### src/rtl/jk_driver_if.sv
// Target handshake plus command/feedback bus between jk_driver and a JK flip-flop bank.
interface jk_driver_if #(
    parameter int unsigned N = 4
) ();
    logic [N-1:0] tgt;
    logic         tgt_valid;
    logic         tgt_ready;
    logic [N-1:0] q_fb;
    logic [N-1:0] j;
    logic [N-1:0] k;
    logic         en;
    logic         busy;
    logic         done;
    logic         err;

    modport master (
        output tgt, tgt_valid, q_fb,
        input  tgt_ready, j, k, en, busy, done, err
    );

    modport slave (
        input  tgt, tgt_valid, q_fb,
        output tgt_ready, j, k, en, busy, done, err
    );
endinterface

### src/rtl/jk_driver.sv
// Drives an enable-gated JK flip-flop bank to a requested word using the JK
// excitation table, verifying the bank outputs and retrying on mismatch.
module jk_driver #(
    parameter int unsigned N          = 4,
    parameter int unsigned MAX_RETRY  = 3,
    parameter bit          USE_TOGGLE = 1'b0
) (
    input  logic        clk,
    input  logic        reset_n,
    jk_driver_if.slave  bus
);
    localparam int unsigned CW = $clog2(MAX_RETRY + 1);

    typedef enum logic [1:0] {IDLE, CMD, PULSE, CHECK} state_t;

    state_t         state_q, state_d;
    logic [N-1:0]   tgt_q, tgt_d;
    logic [CW-1:0]  att_q, att_d;
    logic [N-1:0]   j_q, j_d, k_q, k_d;
    logic           en_q, en_d;
    logic           ready_q, ready_d;
    logic           busy_q, busy_d;
    logic           done_q, done_d;
    logic           err_q, err_d;

    logic [N-1:0]   diff_c, set_c, clr_c;

    // Per-bit excitation: set/reset by default, toggle when configured.
    always_comb begin
        diff_c = bus.q_fb ^ tgt_q;
        if (USE_TOGGLE) begin
            set_c = diff_c;
            clr_c = diff_c;
        end else begin
            set_c = diff_c & tgt_q;
            clr_c = diff_c & ~tgt_q;
        end
    end

    // Next-state and next-output logic; all outputs are registered below.
    always_comb begin
        state_d = state_q;
        tgt_d   = tgt_q;
        att_d   = att_q;
        j_d     = '0;
        k_d     = '0;
        en_d    = 1'b0;
        ready_d = 1'b0;
        done_d  = 1'b0;
        err_d   = err_q;

        case (state_q)
            IDLE: begin
                ready_d = 1'b1;
                if (ready_q && bus.tgt_valid) begin
                    tgt_d   = bus.tgt;
                    err_d   = 1'b0;
                    att_d   = CW'(1);
                    ready_d = 1'b0;
                    state_d = CMD;
                end
            end
            CMD: begin
                if (|diff_c) begin
                    j_d     = set_c;
                    k_d     = clr_c;
                    en_d    = 1'b1;
                    state_d = PULSE;
                end else begin
                    state_d = CHECK;
                end
            end
            PULSE: begin
                state_d = CHECK;
            end
            CHECK: begin
                if (diff_c == '0) begin
                    done_d  = 1'b1;
                    ready_d = 1'b1;
                    state_d = IDLE;
                end else if (att_q < CW'(MAX_RETRY)) begin
                    att_d   = att_q + CW'(1);
                    state_d = CMD;
                end else begin
                    err_d   = 1'b1;
                    done_d  = 1'b1;
                    ready_d = 1'b1;
                    state_d = IDLE;
                end
            end
            default: begin
                state_d = IDLE;
            end
        endcase

        busy_d = (state_d != IDLE);
    end

    // State and output registers; reset aborts any transaction in flight.
    always_ff @(posedge clk or negedge reset_n) begin
        if (!reset_n) begin
            state_q <= IDLE;
            tgt_q   <= '0;
            att_q   <= '0;
            j_q     <= '0;
            k_q     <= '0;
            en_q    <= 1'b0;
            ready_q <= 1'b0;
            busy_q  <= 1'b0;
            done_q  <= 1'b0;
            err_q   <= 1'b0;
        end else begin
            state_q <= state_d;
            tgt_q   <= tgt_d;
            att_q   <= att_d;
            j_q     <= j_d;
            k_q     <= k_d;
            en_q    <= en_d;
            ready_q <= ready_d;
            busy_q  <= busy_d;
            done_q  <= done_d;
            err_q   <= err_d;
        end
    end

    assign bus.tgt_ready = ready_q;
    assign bus.j         = j_q;
    assign bus.k         = k_q;
    assign bus.en        = en_q;
    assign bus.busy      = busy_q;
    assign bus.done      = done_q;
    assign bus.err       = err_q;
endmodule

### src/flat_wrapper.sv
// flat-port wrapper written by rule: the top's interface ports become plain ports
module jk_driver_flat 
#(
    parameter int unsigned N          = 4,
    parameter int unsigned MAX_RETRY  = 3,
    parameter bit          USE_TOGGLE = 1'b0
)
  (clk, reset_n, bus_tgt, bus_tgt_valid, bus_q_fb, bus_tgt_ready, bus_j, bus_k, bus_en, bus_busy, bus_done, bus_err);
  jk_driver_if #(.N(N)) bus_i ();
  input  logic clk;
  input  logic reset_n;
  input wire logic [$bits(bus_i.tgt)-1:0] bus_tgt;
  input wire logic [$bits(bus_i.tgt_valid)-1:0] bus_tgt_valid;
  input wire logic [$bits(bus_i.q_fb)-1:0] bus_q_fb;
  output wire logic [$bits(bus_i.tgt_ready)-1:0] bus_tgt_ready;
  output wire logic [$bits(bus_i.j)-1:0] bus_j;
  output wire logic [$bits(bus_i.k)-1:0] bus_k;
  output wire logic [$bits(bus_i.en)-1:0] bus_en;
  output wire logic [$bits(bus_i.busy)-1:0] bus_busy;
  output wire logic [$bits(bus_i.done)-1:0] bus_done;
  output wire logic [$bits(bus_i.err)-1:0] bus_err;
  assign bus_i.tgt = bus_tgt;
  assign bus_i.tgt_valid = bus_tgt_valid;
  assign bus_i.q_fb = bus_q_fb;
  assign bus_tgt_ready = bus_i.tgt_ready;
  assign bus_j = bus_i.j;
  assign bus_k = bus_i.k;
  assign bus_en = bus_i.en;
  assign bus_busy = bus_i.busy;
  assign bus_done = bus_i.done;
  assign bus_err = bus_i.err;
  jk_driver #(.N(N), .MAX_RETRY(MAX_RETRY), .USE_TOGGLE(USE_TOGGLE)) u_core (.clk(clk), .reset_n(reset_n), .bus(bus_i));
endmodule
### config.mk
export PLATFORM = sky130hd
export DESIGN_NAME = jk_driver_flat
export DESIGN_NICKNAME = d
export VERILOG_FILES = /design/src/rtl/jk_driver_if.sv /design/src/rtl/jk_driver.sv /design/src/flat_wrapper.sv
export SDC_FILE = /design/constraint.sdc
export NUM_CORES = 1
export LEC_CHECK = 0
export CAP_MARGIN = 20
export CORE_ASPECT_RATIO = 0.9
export CORE_UTILIZATION = 52
export CTS_CLUSTER_DIAMETER = 150
export DETAILED_ROUTE_END_ITERATION = 8
export PLACE_DENSITY = 0.82
export SLEW_MARGIN = 20
export SYNTH_ARGS = -nofsm -noshare
export SYNTH_HDL_FRONTEND = slang
export SYNTH_SLANG_ARGS = --single-unit
### constraint.sdc
create_clock -name clk -period 2.55 [get_ports clk]
set_clock_uncertainty 0.1 [all_clocks]
set_input_delay 0.6375 -clock clk [delete_from_list [all_inputs] [get_ports clk]]
set_output_delay 0.6375 -clock clk [all_outputs]
set_load 0.03 [all_outputs]
==> results of run 1 <==
==> metrics by stage <==
| stage | instance area, µm² | hold WS (ns) | worst slack, ns |
|---|---|---|---|
| 2_1_floorplan | 1060 | 0.242 | 0.714 |
| 3_3_place_gp | 1320 | 0.407 | 0.178 |
| 3_5_place_dp | 1320 | 0.417 | 0.114 |
| 4_1_cts | 1350 | 0.443 | 0.386 |
| 5_1_grt | 1350 | 0.463 | 0.326 |
| 6_report | 1350 | 0.440 | 0.402 |
==> cell type report <==
cell class              count  area [µm²]
clock buffers               4        26.3
multi-input cells          56         474
flip-flops and latches     21         526
repair buffers             24         238
fillers                   154         569
well taps                  25        31.3
inverters                  13        50.0
==> power by group through the flow <==
stage | Sequential (W) | Clock (W) | Combinational [W]
2_1_floorplan | 0.000619 | 0 | 0.000411
3_3_place_gp | 0.000523 | 0 | 0.000692
3_5_place_dp | 0.000529 | 0 | 0.000723
4_1_cts | 0.000522 | 0.000164 | 0.000726
5_1_grt | 0.000539 | 0.000179 | 0.000792
6_report | 0.000522 | 0.000154 | 0.000718
==> Yosys cell counts (all sizes together) (2+ instances only) <==
cell type  instances  area [µm²]
dfrtp             21         526
ha                14         175
inv               12        45.0
and2               9        56.3
mux2               4        45.0
nand3              4        20.0
a21oi              3        15.0
mux2i              3        30.0
a31oi              2        12.5
a32oi              2        17.5
nand2              2        7.51
nor2               2        7.51
==> per-layer routing <==
layer | vias to the layer above | global-route usage, %
li1 | 363 | -
met2 | 23 | 32.4
met4 | 0 | 7.43
met5 | - | 0
met3 | 4 | 5.72
met1 | 351 | 22.8
==> path summary, 6_finish.rpt <==
kind | from | to | slack (ns)
min | u_core.tgt_q[0]$_DFFE_PN0P_ | u_core.tgt_q[0]$_DFFE_PN0P_ | 0.44
max | u_core.bus.tgt_ready$_DFF_PN0_ | bus_tgt_ready | 0.40
max in group asynchronous | reset_n | u_core.tgt_q[0]$_DFFE_PN0P_ | 1.57
min in group asynchronous | reset_n | u_core.bus.en$_DFF_PN0_ | 0.57
max reg2reg | u_core.state_q[0]$_DFF_PN0_ | u_core.tgt_q[2]$_DFFE_PN0P_ | 0.82
min reg2reg | u_core.tgt_q[0]$_DFFE_PN0P_ | u_core.tgt_q[0]$_DFFE_PN0P_ | 0.44
==> cells by family (layout without fill, tap and decap cells) <==
| logic type | Yosys count | after routing | synth area share, % |
|---|---|---|---|
| buf+inv | 14 | 41 | 5.78 |
| compound gates | 12 | 12 | 8.84 |
| simple gates | 23 | 23 | 12.3 |
| mux | 7 | 7 | 7.08 |
| fa+ha+maj | 14 | 14 | 16.5 |
| flops | 21 | 21 | 49.5 |
==> sequential cells by signal, summed over array words and instances (netlist names) <==
| register | flops |
|---|---|
| u_core.bus.j | 4 |
| u_core.bus.k | 4 |
| u_core.tgt_q | 4 |
| u_core.att_q | 2 |
| u_core.state_q | 2 |
| u_core.bus.busy | 1 |
| u_core.bus.done | 1 |
| u_core.bus.en | 1 |
| u_core.bus.err | 1 |
| u_core.bus.tgt_ready | 1 |
==> out/qor.csv, run 1 <==
stage,metric,value,unit
sta,post-layout min period,2.15,ns
sta,Max Clock Freq,0.466,GHz
finish,nets@finish,144,
floorplanning,total I/O pin count,24,
synth,"Seq/Total Area, Yosys",49.5,%
sta,Final TNS setup,0,ns
global_route,gr usage total,19.0,%
power_and_ir_drop,Net Sw Frac,40.8,%
power_and_ir_drop,P_sw,0.000568,W
worst_hold_path,hold path depth,1,
power_and_ir_drop,Design Power,0.00139,W
synth,Synth Area per Inst,11.7,µm²
sta,crit share post-route,84.2,%
detailed_routing,WL met3,87,µm
sta,worst slew pin tran,0.324,ns
placed_design,PortBufs,23,
power_and_ir_drop,Comb pwr share,51.5,%
cts,CTS tree,built,
synth,"Async S/R FF share, synth",100,%
power_and_ir_drop,Clock power frac,11.0,%
detailed_routing,WL final,1830,µm
floorplanning,Starting Density,55.4,%
global_route,first-pass GRT wire length,3060,µm
cts,clock sink count,21,
detailed_routing,via/cell ratio,5.18,
cts,clock root buffer,clkbuf_4,
detailed_routing,DR WL/cell,12.8,µm
setup_path,WP depth,1,
detailed_routing,Routed Antenna Nets,0,
synth,Post-Syn Area,1060,µm²
cts,# H-tree levels,1,
cts,clock buffer count from CTS,3,
worst_hold_path,HP Class,reg2reg,
floorplanning,core area,1910,µm²
setup_path,CP required,1.81,ns
synth,post-synthesis instance total,91,
detailed_routing,Metal-1 WL,842,µm
sta,"Setup violations, final",0,
power_and_ir_drop,Worst VDD drop,0.707,mV
cts,"CTS clk-pin slew, worst paths",0.10,ns
setup_path,worst path cell trace,clkdlybuf4s50_1,
detailed_routing,met2 routed WL,872,µm
power_and_ir_drop,Leakage,0.666,nW
setup_path,startpoint types,flip-flop,
placed_design,dpl cells,139,
cts,hold buffers post-CTS,0,
synth,number of flops mapped to enable cells by yosys,0,
sta,RSZ-0062 raised after global routing,false,
synth,Synth warnings,0,
sta,final hold viol count,0,
finish,Layout Utilization,70.3,%
setup_path,CP Class,reg2out,
placed_design,dpl hpwl,1360,µm
setup_path,Buf/Inv on CP,1,
floorplanning,die height,44.9,µm
setup_path,critical path arrival,1.41,ns
status,status,"complete, no violations",
floorplanning,die span in x,49.6,µm
synth,syn_nets,116,
sta,relative slew slack,78.3,%
finish,"most common cell after layout, fill and taps aside",clkdlybuf4s50_1,
global_route,initial antenna violation count,0,
setup_path,crit path max fanout,5,
detailed_routing,routed vias,741,
setup_path,crit-path leading delay family,buffers and inverters,
detailed_routing,top sig layer,met4,
floorplanning,DIE AREA,2230,µm²
cts,worst-skew pair later-pin latency,0.30,ns
detailed_routing,number of DRC markers in iteration 0,13,
finish,layout cells sized above 1,4.24,%
sta,Max Slew Vio Count,0,
placed_design,routability cong.,0.828,
synth,#FFs+latches synth,21,
power_and_ir_drop,sequential fraction of design power,37.4,%
cts,post-CTS sizing,0,
finish,"commonest non-fill, non-tap cells in the layout","clkdlybuf4s50_1 (23), dfrtp_1 (21), ha_1 (14), inv_1 (12), and2_1 (9)",
global_route,total grt overflow,0,
synth,count of different cell masters after synthesis,25,
global_route,vias in the first global route,697,
floorplanning,number of cell rows,15,
cts,Max clock buf depth,2,
finish,Non-Filler Instances,143,
synth,"Primary FF master, synth",dfrtp_1,
flow_run,Max-Cap Viols,0,
setup_path,Crit. End Element,primary output,
setup_path,r2r worst-path depth,4,
finish,synthesis-to-layout area growth,26.8,%
power_and_ir_drop,pwr dens,1040,nW/µm²
power_and_ir_drop,Pint,0.000824,W
setup_path,Worst path slowest cell,clkdlybuf4s50_1,
detailed_routing,Post-route DRC,0,
setup_path,CP peak stage delay,0.69,ns
global_route,pin count of the biggest net entering global routing,22,
cts,post-CTS setup buffers,0,
detailed_routing,drt pass-1 iters,5,
finish,Ant. Diodes,0,
(Power assumes the default switching activity.)
==> inputs of run 2 (changes only) <==
--- a/config.mk
+++ b/config.mk
@@ -7,10 +7,10 @@
 export LEC_CHECK = 0
 export CAP_MARGIN = 20
 export CORE_ASPECT_RATIO = 0.9
-export CORE_UTILIZATION = 52
+export CORE_UTILIZATION = 44
 export CTS_CLUSTER_DIAMETER = 150
 export DETAILED_ROUTE_END_ITERATION = 8
-export PLACE_DENSITY = 0.82
+export PLACE_DENSITY = 0.74
 export SLEW_MARGIN = 20
 export SYNTH_ARGS = -nofsm -noshare
 export SYNTH_HDL_FRONTEND = slang
==> constraint.sdc (replaced) <==
create_clock -name clk -period 1.9 [get_ports clk]
set_clock_uncertainty 0.1 [all_clocks]
set_input_delay 0.475 -clock clk [delete_from_list [all_inputs] [get_ports clk]]
set_output_delay 0.475 -clock clk [all_outputs]
set_load 0.03 [all_outputs]
==> out/qor.csv, run 2 (synthesized netlist as in run 1, its figures left out) <==
stage,metric,value,unit,change
status,status,"complete, no violations",,unchanged
global_route,initial antenna violation count,0,,unchanged
finish,area of the multi-input gates,512,µm²,was 474 µm²
placed_design,dpl hpwl,1450,µm,was 1360 µm
setup_path,CP peak stage delay,0.49,ns,was 0.69 ns
cts,post-CTS setup buffers,0,,unchanged
sta,RSZ-0062 raised after global routing,false,,unchanged
floorplanning,die height,48.6,µm,was 44.9 µm
finish,Seq. cell area,526,µm²,unchanged
detailed_routing,Routed Antenna Nets,0,,unchanged
setup_path,Worst R2R Start,u_core.state_q[0]$_DFF_PN0_,,unchanged
sta,post-layout min period,1.84,ns,
finish,Ant. Diodes,0,,unchanged
cts,clock sink count,21,,unchanged
detailed_routing,number of DRC markers in iteration 0,10,,was 13
cts,clock buffer count from CTS,3,,unchanged
finish,"commonest non-fill, non-tap cells in the layout","dfrtp_1 (21), inv_1 (12), ha_1 (11), clkdlybuf4s50_1 (10), and2_1 (9)",,"was clkdlybuf4s50_1 (23), dfrtp_1 (21), ha_1 (14), inv_1 (12), and2_1 (9)"
finish,synthesis-to-layout area growth,35.5,%,was 26.8%
floorplanning,core area,2220,µm²,was 1910 µm²
finish,fillers,178,,was 154
cts,worst-skew pair later-pin latency,0.30,ns,about the same
worst_hold_path,HP Class,in2async,,was reg2reg
finish,final instance area,1440,µm²,was 1350 µm²
sta,WHS,0.394,ns,was 0.440 ns
sta,worst slew pin tran,0.331,ns,was 0.324 ns
cts,# H-tree levels,1,,unchanged
floorplanning,Starting Density,47.7,%,was 55.4%
placed_design,dpl cells,146,,was 139
detailed_routing,via/cell ratio,5.09,,was 5.18
setup_path,CP required,2.04,ns,was 1.81 ns
floorplanning,total I/O pin count,24,,unchanged
cts,Max clock buf depth,2,,unchanged
placed_design,PortBufs,23,,unchanged
detailed_routing,Post-route DRC,0,,unchanged
power_and_ir_drop,Design Power,0.00190,W,was 0.00139 W
flow_run,Max-Cap Viols,0,,unchanged
global_route,vias in the first global route,761,,was 697
setup_path,r2r worst-path depth,4,,unchanged
power_and_ir_drop,Leakage,0.837,nW,was 0.666 nW
sta,relative slew slack,78.0,%,was 78.3%
setup_path,worst path cell trace,"clkdlybuf4s50_1, inv_1, ha_1, a41o_1, a2111o_1, nand3_1",,was clkdlybuf4s50_1
cts,"CTS clk-pin slew, worst paths",0.12,ns,was 0.10 ns
setup_path,CP Class,in2reg,,was reg2out
sta,Max Clock Freq,0.545,GHz,
power_and_ir_drop,Worst VDD drop,0.848,mV,was 0.707 mV
setup_path,critical path arrival,1.98,ns,was 1.41 ns
detailed_routing,WL final,1910,µm,was 1830 µm
finish,"most common cell after layout, fill and taps aside",dfrtp_1,,was clkdlybuf4s50_1
sta,final hold viol count,0,,unchanged
finish,Non-Filler Instances,150,,was 143
global_route,first-pass GRT wire length,3220,µm,was 3060 µm
setup_path,FF-to-FF End,u_core.tgt_q[3]$_DFFE_PN0P_,,was u_core.tgt_q[2]$_DFFE_PN0P_
placed_design,routability cong.,0.674,,was 0.828
sta,"Setup violations, final",0,,unchanged
finish,layout cells sized above 1,11.4,%,was 4.24%
detailed_routing,routed vias,763,,was 741
global_route,total grt overflow,0,,unchanged
placed_design,area post-placement,1360,µm²,was 1320 µm²
detailed_routing,drt pass-1 iters,4,,was 5
finish,nets@finish,149,,was 144
power_and_ir_drop,pwr dens,1320,nW/µm²,was 1040 nW/µm²
global_route,pin count of the biggest net entering global routing,22,,unchanged
setup_path,Crit. End Element,flip-flop,,was primary output
cts,hold buffers post-CTS,0,,unchanged
setup_path,flop-to-flop setup slack,0.20,ns,was 0.82 ns
setup_path,crit path max fanout,3,,was 5
sta,Max Slew Vio Count,0,,unchanged
cts,CTS tree,built,,unchanged
floorplanning,die span in x,53.8,µm,was 49.6 µm
setup_path,Worst path slowest cell,clkdlybuf4s50_1,,unchanged
floorplanning,DIE AREA,2610,µm²,was 2230 µm²
cts,clock root buffer,clkbuf_4,,unchanged
setup_path,startpoint types,input port,,was flip-flop
global_route,gr usage total,16.7,%,was 19.0%
sta,crit share post-route,96.6,%,
sta,Final TNS setup,0,ns,unchanged
detailed_routing,DR WL/cell,12.7,µm,was 12.8 µm
floorplanning,number of cell rows,16,,was 15
run 2: cell types whose count changed in the layout (fill, tap and decap cells not counted), sizes merged:
cell	before	now
clkdlybuf4s50	23	10
dlymetal6s2s	0	8
buf	1	6
dlygate4sd2	0	5
clkbuf	4	3
clkinv	0	1
run 2: how the worst max path moves through the flow:
stage                         startpoint                     endpoint  slack [ns]  cells after the start
2_1_floorplan                bus_q_fb[2]  u_core.att_q[1]$_DFFE_PN0P_        0.23                      5
3_3_place_gp                 bus_q_fb[2]  u_core.att_q[1]$_DFFE_PN0P_       -0.27                      6
3_5_place_dp                 bus_q_fb[2]  u_core.att_q[1]$_DFFE_PN0P_       -0.31                      6
4_1_cts        u_core.bus.k[2]$_DFF_PN0_                     bus_k[2]       0.003                      1
5_1_grt                      bus_q_fb[2]  u_core.att_q[1]$_DFFE_PN0P_        0.02                      6
6_report                     bus_q_fb[3]  u_core.att_q[1]$_DFFE_PN0P_        0.06                      6
run 2: repair_timing:
action	in CTS	in global routing
pin swaps	0	1
gates resized for setup	5	11
setup endpoints to repair	5	10
gates cloned	0	0
run 2: layout make-up:
| cell class | instances | area share [%] |
|---|---|---|
| Clock inverter | 1 | 0.348 |
| Inverter | 13 | 3.48 |
| Clock buffer | 3 | 1.57 |
| Timing Repair Buffer | 29 | 20.1 |
| Tap cell | 27 | 2.35 |
| Sequential cell | 21 | 36.6 |
| Multi-Input combinational cell | 56 | 35.6 |
run 2: metal layers:
metal	share of wire (%)	wire [µm]	global-route usage, %	vias to the layer above
met5	0	0	0	-
met4	0	0	6.58	0
met3	4.9	93	2.83	0
met2	53	1020	27.6	16
met1	42	794	21.0	373
li1	-	-	-	374
run 2: worst max-delay path: cells and delay by family:
kind | cells | cell delay, ns
AO/OA/AOI/OAI | 2 | 0.58
adder cells (fa/ha/maj) | 1 | 0.32
buffers and inverters | 2 | 0.54
AND/OR/NAND/NOR | 1 | 0.07
run 2: stage by stage:
step / util [%] / setup WS [ns]
global placement: 61.1 / -0.274
floorplan: - / 0.227
detailed placement: 61.1 / -0.310
global route: 64.7 / 0.0208
finish: 64.7 / 0.0639
CTS: 62.1 / 0.00305
run 2: report_power, final:
| part | leakage (nW) | total [W] | switching, W | internal, W |
|---|---|---|---|---|
| Combinational | 0.548 | 0.000979 | 0.000536 | 0.000443 |
| Clock | 0.0177 | 0.000210 | 0.000132 | 0.0000784 |
| Sequential | 0.271 | 0.000708 | 0.000109 | 0.000599 |
| Total | 0.837 | 0.00190 | 0.000776 | 0.00112 |
==> inputs of run 3 (changes only) <==
--- a/config.mk
+++ b/config.mk
@@ -6,11 +6,15 @@
 export NUM_CORES = 1
 export LEC_CHECK = 0
 export CAP_MARGIN = 20
+export CELL_PAD_IN_SITES_DETAIL_PLACEMENT = 0
+export CELL_PAD_IN_SITES_GLOBAL_PLACEMENT = 1
 export CORE_ASPECT_RATIO = 0.9
-export CORE_UTILIZATION = 44
+export CORE_UTILIZATION = 34
 export CTS_CLUSTER_DIAMETER = 150
 export DETAILED_ROUTE_END_ITERATION = 8
-export PLACE_DENSITY = 0.74
+export MAX_ROUTING_LAYER = met4
+export PLACE_DENSITY_LB_ADDON = 0.1
+export SKIP_CTS_REPAIR_TIMING = 1
 export SLEW_MARGIN = 20
 export SYNTH_ARGS = -nofsm -noshare
 export SYNTH_HDL_FRONTEND = slang
==> out/qor.csv, run 3 (synthesized netlist as in run 1, its figures left out) <==
stage,metric,value,unit,change
detailed_routing,Routed Antenna Nets,0,,unchanged
sta,post-layout min period,1.87,ns,was 1.84 ns
sta,relative slew slack,78.1,%,was 78.0%
setup_path,Worst path slowest cell,clkdlybuf4s50_1,,unchanged
global_route,pin count of the biggest net entering global routing,22,,unchanged
power_and_ir_drop,Comb pwr share,51.6,%,about the same
floorplanning,total I/O pin count,24,,unchanged
sta,worst slew pin tran,0.327,ns,was 0.331 ns
power_and_ir_drop,Net Sw Frac,40.9,%,about the same
setup_path,critical path arrival,2.02,ns,was 1.98 ns
finish,Non-Filler Instances,161,,was 150
setup_path,WP depth,6,,unchanged
sta,Max Slew Vio Count,0,,unchanged
global_route,first-pass GRT wire length,2890,µm,was 3220 µm
setup_path,startpoint types,input port,,unchanged
detailed_routing,drt pass-1 iters,3,,was 4
finish,"most common cell after layout, fill and taps aside",dfrtp_1,,unchanged
setup_path,FF-to-FF End,u_core.tgt_q[0]$_DFFE_PN0P_,,was u_core.tgt_q[3]$_DFFE_PN0P_
finish,fillers,286,,was 178
finish,area of the multi-input gates,499,µm²,was 512 µm²
power_and_ir_drop,Clock power frac,11.3,%,was 11.1%
flow_run,Max-Cap Viols,0,,unchanged
sta,Max Clock Freq,0.533,GHz,was 0.545 GHz
power_and_ir_drop,P_sw,0.000777,W,was 0.000776 W
finish,nets@finish,147,,was 149
power_and_ir_drop,pwr dens,1320,nW/µm²,about the same
finish,Ant. Diodes,0,,unchanged
floorplanning,Starting Density,37.1,%,was 47.7%
cts,# H-tree levels,1,,unchanged
power_and_ir_drop,Leakage,0.891,nW,was 0.837 nW
detailed_routing,DR WL/cell,12.2,µm,was 12.7 µm
setup_path,CP Class,in2reg,,unchanged
cts,clock buffer count from CTS,3,,unchanged
sta,final hold viol count,0,,unchanged
setup_path,CP required,2.04,ns,about the same
setup_path,Worst R2R Start,u_core.state_q[0]$_DFF_PN0_,,unchanged
finish,layout cells sized above 1,9.09,%,was 11.4%
placed_design,PortBufs,23,,unchanged
cts,clock root buffer,clkbuf_4,,unchanged
power_and_ir_drop,Worst VDD drop,0.713,mV,was 0.848 mV
detailed_routing,Post-route DRC,0,,unchanged
floorplanning,DIE AREA,3350,µm²,was 2610 µm²
setup_path,crit path max fanout,3,,unchanged
setup_path,Crit. End Element,flip-flop,,unchanged
cts,"CTS clk-pin slew, worst paths",0.12,ns,about the same
global_route,gr usage total,12.7,%,was 16.7%
setup_path,r2r worst-path depth,4,,unchanged
finish,Seq. cell area,526,µm²,unchanged
cts,clock sink count,21,,unchanged
finish,"commonest non-fill, non-tap cells in the layout","dfrtp_1 (21), dlymetal6s2s_1 (13), inv_1 (12), ha_1 (12), clkdlybuf4s50_1 (10)",,"was dfrtp_1 (21), inv_1 (12), ha_1 (11), clkdlybuf4s50_1 (10), and2_1 (9)"
detailed_routing,number of DRC markers in iteration 0,9,,was 10
status,status,"complete, no violations",,unchanged
finish,synthesis-to-layout area growth,36.2,%,was 35.5%
setup_path,CP peak stage delay,0.48,ns,was 0.49 ns
global_route,total grt overflow,0,,unchanged
sta,crit share post-route,98.7,%,was 96.6%
setup_path,Buf/Inv on CP,2,,unchanged
sta,"Setup violations, final",0,,unchanged
cts,Max clock buf depth,2,,unchanged
global_route,initial antenna violation count,0,,unchanged
floorplanning,core area,2860,µm²,was 2220 µm²
worst_hold_path,HP Class,in2async,,unchanged
detailed_routing,routed vias,749,,was 763
detailed_routing,WL final,1960,µm,was 1910 µm
placed_design,dpl cells,157,,was 146
floorplanning,die span in x,60.9,µm,was 53.8 µm
setup_path,crit-path leading delay family,compound AO/OA/AOI/OAI gates,,unchanged
placed_design,dpl hpwl,1420,µm,was 1450 µm
cts,worst-skew pair later-pin latency,0.30,ns,about the same
power_and_ir_drop,Pint,0.00112,W,about the same
setup_path,flop-to-flop setup slack,0.18,ns,was 0.20 ns
power_and_ir_drop,sequential fraction of design power,37.1,%,was 37.3%
sta,WHS,0.398,ns,was 0.394 ns
detailed_routing,via/cell ratio,4.65,,was 5.09
sta,RSZ-0062 raised after global routing,false,,unchanged
floorplanning,number of cell rows,18,,was 16
setup_path,worst path cell trace,"clkdlybuf4s50_1, inv_1, ha_1, a41o_1, a2111o_1, nand3_1",,unchanged
placed_design,routability cong.,0.692,,was 0.674
floorplanning,die height,55.0,µm,was 48.6 µm
cts,CTS tree,built,,unchanged
global_route,vias in the first global route,640,,was 761
==> run 3: worst max path at each step <==
stage                                   to                      startpoint  slack (ns)
6_report       u_core.att_q[1]$_DFFE_PN0P_                     bus_q_fb[2]        0.03
5_1_grt        u_core.att_q[1]$_DFFE_PN0P_                     bus_q_fb[2]       0.001
4_1_cts                      bus_tgt_ready  u_core.bus.tgt_ready$_DFF_PN0_       -0.10
3_5_place_dp   u_core.att_q[1]$_DFFE_PN0P_                     bus_q_fb[3]       -0.32
3_3_place_gp   u_core.att_q[1]$_DFFE_PN0P_                     bus_q_fb[3]       -0.28
2_1_floorplan  u_core.att_q[1]$_DFFE_PN0P_                     bus_q_fb[2]        0.23
==> run 3: metrics by stage <==
step	cell area, µm²	total power [W]	utilization, %	TNS (ns)	setup slack (ns)
4_1_cts	1390	0.00192	48.5	-0.173	-0.100
6_report	1450	0.00190	50.5	0	0.0255
3_3_place_gp	1360	0.00167	47.6	-1.45	-0.279
5_1_grt	1450	0.00207	50.5	0	0.00122
3_5_place_dp	1360	0.00170	47.6	-1.59	-0.317
2_1_floorplan	1060	0.00138	-	0	0.227
==> run 3: power groups by stage <==
stage / clock [W] / sequential, W / combinational (W)
after floorplan: 0 / 0.000830 / 0.000552
after global placement: 0 / 0.000705 / 0.000966
after detailed placement: 0 / 0.000709 / 0.000989
after CTS: 0.000228 / 0.000700 / 0.000991
after global routing: 0.000244 / 0.000726 / 0.00110
final: 0.000215 / 0.000706 / 0.000981
==> run 3: area by class of cell <==
class                   count  share of cell area [%]
well taps                  40                    3.46
multi-input cells          56                    34.5
flip-flops and latches     21                    36.4
clock inverters             1                   0.346
repair buffers             27                    20.3
inverters                  13                    3.46
clock buffers               3                    1.56
==> run 3: routing by layer <==
layer  share of wire (%)  global-route usage (%)  vias up
li1                    -                       -      369
met1                  41                    13.9      361
met2                  51                    22.3       17
met3                 6.7                    4.88        2
met4                0.82                    2.27        0
met5                   0                       -        -
